## src/rtl/fetch_aligner_if.sv

```systemverilog
// Fetch aligner bus: instruction-memory request/response, decode handshake and redirect.
// master = fetch_aligner side, slave = memory/decode/branch side.
interface fetch_aligner_if;
  logic        mem_req_o;
  logic [31:0] mem_addr_o;
  logic        mem_rvalid_i;
  logic [31:0] mem_rdata_i;
  logic        instr_valid_o;
  logic        instr_ready_i;
  logic [31:0] instr_o;
  logic [31:0] instr_pc_o;
  logic        is_compressed_o;
  logic        redirect_i;
  logic [31:0] redirect_pc_i;

  modport master (
    output mem_req_o, mem_addr_o, instr_valid_o, instr_o, instr_pc_o, is_compressed_o,
    input  mem_rvalid_i, mem_rdata_i, instr_ready_i, redirect_i, redirect_pc_i
  );

  modport slave (
    input  mem_req_o, mem_addr_o, instr_valid_o, instr_o, instr_pc_o, is_compressed_o,
    output mem_rvalid_i, mem_rdata_i, instr_ready_i, redirect_i, redirect_pc_i
  );
endinterface

```

## src/rtl/fetch_aligner.sv

```systemverilog
// Fetches 32-bit words and delivers one aligned (32-bit or 16-bit) instruction per handshake.
// FETCH_RVC_EN enables compressed instructions; without it every instruction is 32-bit.
module fetch_aligner #(
  parameter logic [31:0] RESET_PC = 32'h0000_0000
) (
  input logic              clk_i,
  input logic              rst_i,
  fetch_aligner_if.master  bus
);

`ifdef FETCH_RVC_EN
  localparam bit          RvcEn      = 1'b1;
  localparam logic [31:0] ResetPcEff = {RESET_PC[31:1], 1'b0};
  localparam logic        ResetSkip  = RESET_PC[1];
`else
  localparam bit          RvcEn      = 1'b0;
  localparam logic [31:0] ResetPcEff = {RESET_PC[31:2], 2'b00};
  localparam logic        ResetSkip  = 1'b0;
`endif

  typedef enum logic [1:0] {StReq, StWait, StDrop} state_e;

  state_e      state_q, state_d;
  logic [15:0] queue_q [4];
  logic [15:0] queue_d [4];
  logic [2:0]  count_q, count_d;
  logic [31:0] fetch_addr_q, fetch_addr_d;
  logic [31:0] pc_q, pc_d;
  logic        skip_q, skip_d;

  logic        compressed;
  logic        valid;
  logic        req;
  logic        push_en;
  logic [2:0]  push_n;
  logic [2:0]  pop_n;
  logic [15:0] push_lo;
  logic [31:0] target;

  // Count gate keeps is_compressed_o low while the queue is empty (incl. reset).
  assign compressed = RvcEn && (count_q != 3'd0) && (queue_q[0][1:0] != 2'b11);
  assign valid      = !bus.redirect_i && (compressed || (count_q >= 3'd2));
  assign req        = !rst_i && (state_q == StReq) && (count_q <= 3'd2) && !bus.redirect_i;
  assign push_en    = (state_q == StWait) && bus.mem_rvalid_i && !bus.redirect_i;
  assign push_n     = skip_q ? 3'd1 : 3'd2;
  assign push_lo    = skip_q ? bus.mem_rdata_i[31:16] : bus.mem_rdata_i[15:0];
  assign pop_n      = (valid && bus.instr_ready_i) ? (compressed ? 3'd1 : 3'd2) : 3'd0;
  assign target     = RvcEn ? {bus.redirect_pc_i[31:1], 1'b0} : {bus.redirect_pc_i[31:2], 2'b00};

  assign bus.mem_req_o       = req;
  assign bus.mem_addr_o      = fetch_addr_q;
  assign bus.instr_valid_o   = valid;
  assign bus.instr_o         = compressed ? {16'h0000, queue_q[0]} : {queue_q[1], queue_q[0]};
  assign bus.instr_pc_o      = pc_q;
  assign bus.is_compressed_o = compressed;

  // Queue: shift out popped halfwords, then append pushed ones behind the survivors.
  always_comb begin
    logic [2:0] idx;
    logic [2:0] base;
    logic [2:0] hi_idx;
    idx    = 3'd0;
    base   = count_q - pop_n;
    hi_idx = base + 3'd1;
    for (int i = 0; i < 4; i++) begin
      queue_d[i] = queue_q[i];
      idx        = 3'(i) + pop_n;
      if (idx < 3'd4) queue_d[i] = queue_q[idx[1:0]];
    end
    count_d = base;
    if (push_en) begin
      queue_d[base[1:0]] = push_lo;
      if (push_n == 3'd2) queue_d[hi_idx[1:0]] = bus.mem_rdata_i[31:16];
      count_d = base + push_n;
    end
    if (bus.redirect_i) count_d = 3'd0;
  end

  always_comb begin
    state_d      = state_q;
    fetch_addr_d = fetch_addr_q;
    pc_d         = pc_q;
    skip_d       = skip_q;

    if (bus.redirect_i) begin
      pc_d         = target;
      fetch_addr_d = {target[31:2], 2'b00};
      skip_d       = RvcEn && bus.redirect_pc_i[1];
    end else begin
      if (pop_n != 3'd0) pc_d = pc_q + (compressed ? 32'd2 : 32'd4);
      if (req)           fetch_addr_d = fetch_addr_q + 32'd4;
      if (push_en)       skip_d = 1'b0;
    end

    unique case (state_q)
      StReq: begin
        if (req) state_d = StWait;
      end
      StWait: begin
        if (bus.mem_rvalid_i)    state_d = StReq;
        else if (bus.redirect_i) state_d = StDrop;
      end
      StDrop: begin
        if (bus.mem_rvalid_i) state_d = StReq;
      end
      default: state_d = StReq;
    endcase
  end

  always_ff @(posedge clk_i or posedge rst_i) begin
    if (rst_i) begin
      state_q      <= StReq;
      count_q      <= 3'd0;
      fetch_addr_q <= {RESET_PC[31:2], 2'b00};
      pc_q         <= ResetPcEff;
      skip_q       <= ResetSkip;
      for (int i = 0; i < 4; i++) queue_q[i] <= 16'h0000;
    end else begin
      state_q      <= state_d;
      count_q      <= count_d;
      fetch_addr_q <= fetch_addr_d;
      pc_q         <= pc_d;
      skip_q       <= skip_d;
      for (int i = 0; i < 4; i++) queue_q[i] <= queue_d[i];
    end
  end

endmodule

```

## src/flat_wrapper.sv

```systemverilog
// flat-port wrapper written by rule: the top's interface ports become plain ports
module fetch_aligner_flat 
#(
  parameter logic [31:0] RESET_PC = 32'h0000_0000
)
  (clk_i, rst_i, bus_mem_req_o, bus_mem_addr_o, bus_instr_valid_o, bus_instr_o, bus_instr_pc_o, bus_is_compressed_o, bus_mem_rvalid_i, bus_mem_rdata_i, bus_instr_ready_i, bus_redirect_i, bus_redirect_pc_i);
  fetch_aligner_if bus_i ();
  input logic clk_i;
  input logic rst_i;
  output wire logic [$bits(bus_i.mem_req_o)-1:0] bus_mem_req_o;
  output wire logic [$bits(bus_i.mem_addr_o)-1:0] bus_mem_addr_o;
  output wire logic [$bits(bus_i.instr_valid_o)-1:0] bus_instr_valid_o;
  output wire logic [$bits(bus_i.instr_o)-1:0] bus_instr_o;
  output wire logic [$bits(bus_i.instr_pc_o)-1:0] bus_instr_pc_o;
  output wire logic [$bits(bus_i.is_compressed_o)-1:0] bus_is_compressed_o;
  input wire logic [$bits(bus_i.mem_rvalid_i)-1:0] bus_mem_rvalid_i;
  input wire logic [$bits(bus_i.mem_rdata_i)-1:0] bus_mem_rdata_i;
  input wire logic [$bits(bus_i.instr_ready_i)-1:0] bus_instr_ready_i;
  input wire logic [$bits(bus_i.redirect_i)-1:0] bus_redirect_i;
  input wire logic [$bits(bus_i.redirect_pc_i)-1:0] bus_redirect_pc_i;
  assign bus_mem_req_o = bus_i.mem_req_o;
  assign bus_mem_addr_o = bus_i.mem_addr_o;
  assign bus_instr_valid_o = bus_i.instr_valid_o;
  assign bus_instr_o = bus_i.instr_o;
  assign bus_instr_pc_o = bus_i.instr_pc_o;
  assign bus_is_compressed_o = bus_i.is_compressed_o;
  assign bus_i.mem_rvalid_i = bus_mem_rvalid_i;
  assign bus_i.mem_rdata_i = bus_mem_rdata_i;
  assign bus_i.instr_ready_i = bus_instr_ready_i;
  assign bus_i.redirect_i = bus_redirect_i;
  assign bus_i.redirect_pc_i = bus_redirect_pc_i;
  fetch_aligner #(.RESET_PC(RESET_PC)) u_core (.clk_i(clk_i), .rst_i(rst_i), .bus(bus_i));
endmodule
```

## config.mk

```make
export PLATFORM = sky130hd
export DESIGN_NAME = fetch_aligner_flat
export DESIGN_NICKNAME = d
export VERILOG_FILES = /design/src/rtl/fetch_aligner_if.sv /design/src/rtl/fetch_aligner.sv /design/src/flat_wrapper.sv
export SDC_FILE = /design/constraint.sdc
export NUM_CORES = 1
export LEC_CHECK = 0
export ABC_AREA = 1
export CAP_MARGIN = 10
export CORE_MARGIN = 5
export CORE_UTILIZATION = 39
export CTS_CLUSTER_SIZE = 30
export DETAILED_ROUTE_END_ITERATION = 8
export PLACE_DENSITY = 0.7
export SYNTH_ARGS = -nofsm -noshare
export SYNTH_HDL_FRONTEND = slang
export SYNTH_SLANG_ARGS = --single-unit
export TNS_END_PERCENT = 50
```

## constraint.sdc

```tcl
create_clock -name clk_i -period 6 [get_ports clk_i]
set_input_delay 0.9 -clock clk_i [delete_from_list [all_inputs] [get_ports clk_i]]
set_output_delay 0.9 -clock clk_i [all_outputs]
set_load 0.02 [all_outputs]
```

; Yosys cells after proc, flatten, opt, wreduce, memory -nomap -nowiden
; Index checks and enable logic that the tools add are counted.
[word_totals]
ff_bits = 134
input_bits = 69
output_inout_bits = 99
elab_cells = 100
[op_classes]
add_sub_neg = 8
magnitude_cmp = 14
n_eq_ne = 6
muxes = 40
bitwise = 6
reduce_logical = 17
[op_table]
columns = cell, n
row1 = 2-to-1 mux 16 bit, 15
row2 = binary-select mux 16 bit (select 2 bit), 4
row3 = bitwise mux 64 bit, 2
row4 = 2-to-1 mux 32 bit, 4
row5 = 2-to-1 mux 64 bit, 2
row6 = adder 32 x 3 -> 32 bit (second input constant), 2
row7 = demux 16 bit (select 2 bit), 2
row8 = >= comparator 3 bit (second input constant), 6
row9 = inverter 2 -> 3 bit, 6
row10 = less-than comparator 3 bit (second input constant), 4
row11 = 2-to-1 mux 2 bit, 6
row12 = logical AND 1 bit, 9
row13 = adder 2 x 3 -> 3 bit (first input constant), 2
row14 = less-than comparator 3 x 1 -> 1 bit (second input constant), 2
row15 = 2-to-1 mux 3 bit, 2
row16 = one-hot mux 2 bit (3 select lines), 1
row17 = nonzero test 2 bit, 3
row18 = != test 2 bit (second input constant), 2
row19 = adder 1 x 3 -> 3 bit (first input constant), 1
row20 = adder 3 x 2 -> 3 bit, 1
row21 = == test 3 x 2 -> 1 bit (second input constant), 1
row22 = >= comparator 3 x 2 -> 1 bit (second input constant), 1
row23 = <= comparator 3 x 2 -> 1 bit (second input constant), 1
row24 = != test 3 bit (second input constant), 1
row25 = other kinds (9), 11

; Logic depth before layout (Yosys ltp)
[depth]
depth_word = 14
mapped_depth = 11
ltp_nobuf = 10

; Least setup slack after synthesis
; Ideal clock, no wire load.
[synth_timing]
kind = input to register
startpoint = input port bus_redirect_i
endpoint = register u_core.queue_q, in the netlist u_core.bus.instr_o[0]
setup_time_ns = 0.118
arrival_time_ns = 2.552
required_ns = 5.882
path_slack_ns = 3.330
cell_stages = 11
path_cell_list = buf_4 nor2_4 nand2_2 inv_2 buf_2 ha_1 nand4_2 clkbuf_1 o21ai_0 a21oi_1 nor2_1
[synth_lines]
columns = element, line_no
row1 = "start, declared", flat_wrapper.sv:19  ; input wire logic [$bits(bus_i.redirect_i)-1:0] bus_redirect_i;
row2 = "end, declared", fetch_aligner.sv:24  ; logic [15:0] queue_q [4];

; Worst setup path in the final report
[layout_timing]
startpoint = input port rst_i
endpoint = output port bus_mem_req_o
[layout_between]
elab_chain_cells = 4
[layout_lines]
columns = element, line_no
row1 = "start, declared", flat_wrapper.sv:9  ; input logic rst_i;
row2 = zero test 1 bit, fetch_aligner.sv:43  ; assign req = !rst_i && (state_q == StReq) && (count_q <= 3'd2) && !bus.redirect_i;
row3 = logical AND 1 bit (3 in a row), fetch_aligner.sv:43
row4 = "end, declared", flat_wrapper.sv:10  ; output wire logic [$bits(bus_i.mem_req_o)-1:0] bus_mem_req_o;
; No other way between the ends.

==> reports/qor.yml <==
io_buffers: 160
synth_mux_area_share_pct: 0
hold_path_class: "register to register"
synth_edf_count: 0
rrSetupSlack_ns: 3.30
post-route-min-period_ns: 3.82
drt-initial-drc-count: 433
cts_resized: 0
fin_area_um2: 9700
grt_pass1_wl_um: 34800
postCtsSetupRepairBufs: 0
r2r.worst_path.cells: 7
start_kind: "input port"
firstDrtPassIters: 7
cp.arrival_ns: 2.92
synth_fa_ha_area_share_pct: 0.497
antenna_found_initial: 2
wl_per_cell_um: 15.0
synth_ff_type: "dfrtp_1"
cts_tree: "yes"
place.gp.congestion: 0.901
critical_path_class: "input port to primary output"
power_density_nw_per_um2: 350
fin_skew_ns: 0.0109
row_count: 51
n_antenna_cell: 0
syn2layout_area_growth_pct: 28.4
coreArea_um2: 19300
ys_types: 44
drv_cap: 0
cp-endpoint: "bus_mem_req_o"
place_hpwl_um: 15400
final_cell_mix: "nand2_1 (254), clkdlybuf4s50_1 (159), nor2_1 (145)"
timing.critical_path.from: "rst_i"
path_clk_slew_ns: 0.05
path_max_fanout: 6
layout-drive-gt1-share_pct: 7.98
h-tree-depth: 4
synth_xor_area_share_pct: 1.16
rsz0062_at_grt: "no"
relSlewSlack_pct: 31.4
nets: 1225
numCtsBuffers: 17
synth_simple_gate_area_share_pct: 31.6
max_clock_freq_mhz: 262
async_flop_share_pct: 100
r2r_end: "u_core.bus.instr_pc_o[12]"
placed_area_um2: 9070
worstSetupEndpointType: "primary output"
grt.total_usage_pct: 19.7
dp_cells: 1399
ys_ff_latch: 128
required_ns: 5.10
fill_cells: 1872
die_x_um: 149
root_buffer: "clkbuf_16"
via_count: 7017
numClockSinks: 128
io_pins: 168
tightest_slew_ns: 1.03
viasPerCell: 4.91
die-area_um2: 22300
initial_utilization_pct: 39.2
wirelength_um: 21500
syn_area_um2: 7550
synth_compound_area_share_pct: 12.5
cts_max_path_buffers: 2
final_core_util_pct: 50.3
total_power_mw: 3.40
avgSynthCellArea_um2: 7.27
ys_seq_area_share_pct: 42.4
outcome: "finished clean"
clock_latency_ns: 0.42
overflow: 0
post-route-period-util_pct: 63.7
reg2reg_from: "u_core.count_q[2]"
tns_ns: 0
final_common_cell: "nand2_1"
die_h_um: 149
hold_viol: 0
stdcell_count: 1430
synth_top_family_by_area: "simple AND/OR/NAND/NOR gates"
hold_buffers: 0
drc: 0
ant_nets: 0
synth-warning-count: 0
grt_pass1_vias: 6710
drv_slew: 0
grt_max_degree: 80
setup_viol: 0
synthCells: 1039
max-vdd-ir-drop_mv: 0.212
power_leakage_nw: 4.44
[worst max-delay path, cell delays in order]
cell	delay, ns
clkdlybuf4s50_1	0.46
nor2_1	0.14
nand3_2	0.21
nor2_1	0.49
clkdlybuf4s50_1	0.72
[power breakdown]
part / leakage [nW] / internal, mW / switching, mW
clock network: 0.296 / 0.705 / 0.387
registers: 1.45 / 1.10 / 0.174
logic: 2.69 / 0.466 / 0.572
[flip-flops by register name (all words and copies together), names as in the netlist]
register,flops
u_core.queue_q,32
u_core.bus.instr_pc_o,30
u_core.bus.mem_addr_o,30
u_core.count_q,2
u_core.bus.instr_o,32
u_core.state_q,2
[per-stage QoR]
step	hold WS, ns	setup WS (ns)
after floorplan	0.454	1.69
after global placement	0.474	2.15
after detailed placement	0.487	2.14
after CTS	0.504	2.14
after global routing	0.523	2.08
final	0.503	2.18
[logic make-up after synthesis]
family,after synthesis
fa+ha+maj,3
compound gates,177
other cells,1
simple gates,533
flops,128
buf+inv,187
xor+xnor,10
[final cells by class]
type | count | area [um^2] | share of cell area (%)
Tap cell | 265 | 332 | 3.42
Sequential cell | 128 | 3200 | 33.0
Multi-Input combinational cell | 728 | 3480 | 35.8
Clock buffer | 22 | 494 | 5.10
Inverter | 113 | 429 | 4.42
Clock inverter | 9 | 130 | 1.34
Timing Repair Buffer | 165 | 1630 | 16.8
[per-layer routing]
layer  track usage (%)  wire length (um)  vias up
met4              7.64               627        4
met3              5.23              1650       42
met5                 0                21        -
met1              25.5              9160     3228
met2              31.6             10000      221
li1                  -                 -     3522
[Yosys cell counts, types with 8 or more instances]
cell / count / share of area [%]
a21oi_1: 65 / 4.3
buf_2: 24 / 1.6
buf_4: 39 / 3.9
clkbuf_1: 9 / 0.45
dfrtp_1: 128 / 42
inv_1: 104 / 5.2
inv_2: 8 / 0.40
nand2_1: 254 / 13
nand2_2: 10 / 0.83
nand3_1: 64 / 4.2
nand4_1: 15 / 1.2
nor2_1: 145 / 7.2
nor2_2: 9 / 0.75
nor2_4: 12 / 1.8
o211ai_1: 9 / 0.89
o21ai_0: 65 / 4.3
o21ai_1: 22 / 1.5
xor2_1: 8 / 0.93
[worst min-delay path by stage]
stage | start | depth (start not counted) | slack [ns] | end
after CTS | u_core.queue_q[30] | 2 | 0.50 | u_core.queue_q[30]
final | u_core.queue_q[30] | 2 | 0.50 | u_core.queue_q[30]
after detailed placement | u_core.queue_q[30] | 2 | 0.49 | u_core.queue_q[30]
after global placement | u_core.queue_q[30] | 2 | 0.47 | u_core.queue_q[30]
after floorplan | u_core.queue_q[30] | 2 | 0.45 | u_core.queue_q[30]
after global routing | u_core.queue_q[30] | 2 | 0.52 | u_core.queue_q[30]
No activity file was read; power rests on OpenSTA's default activity.
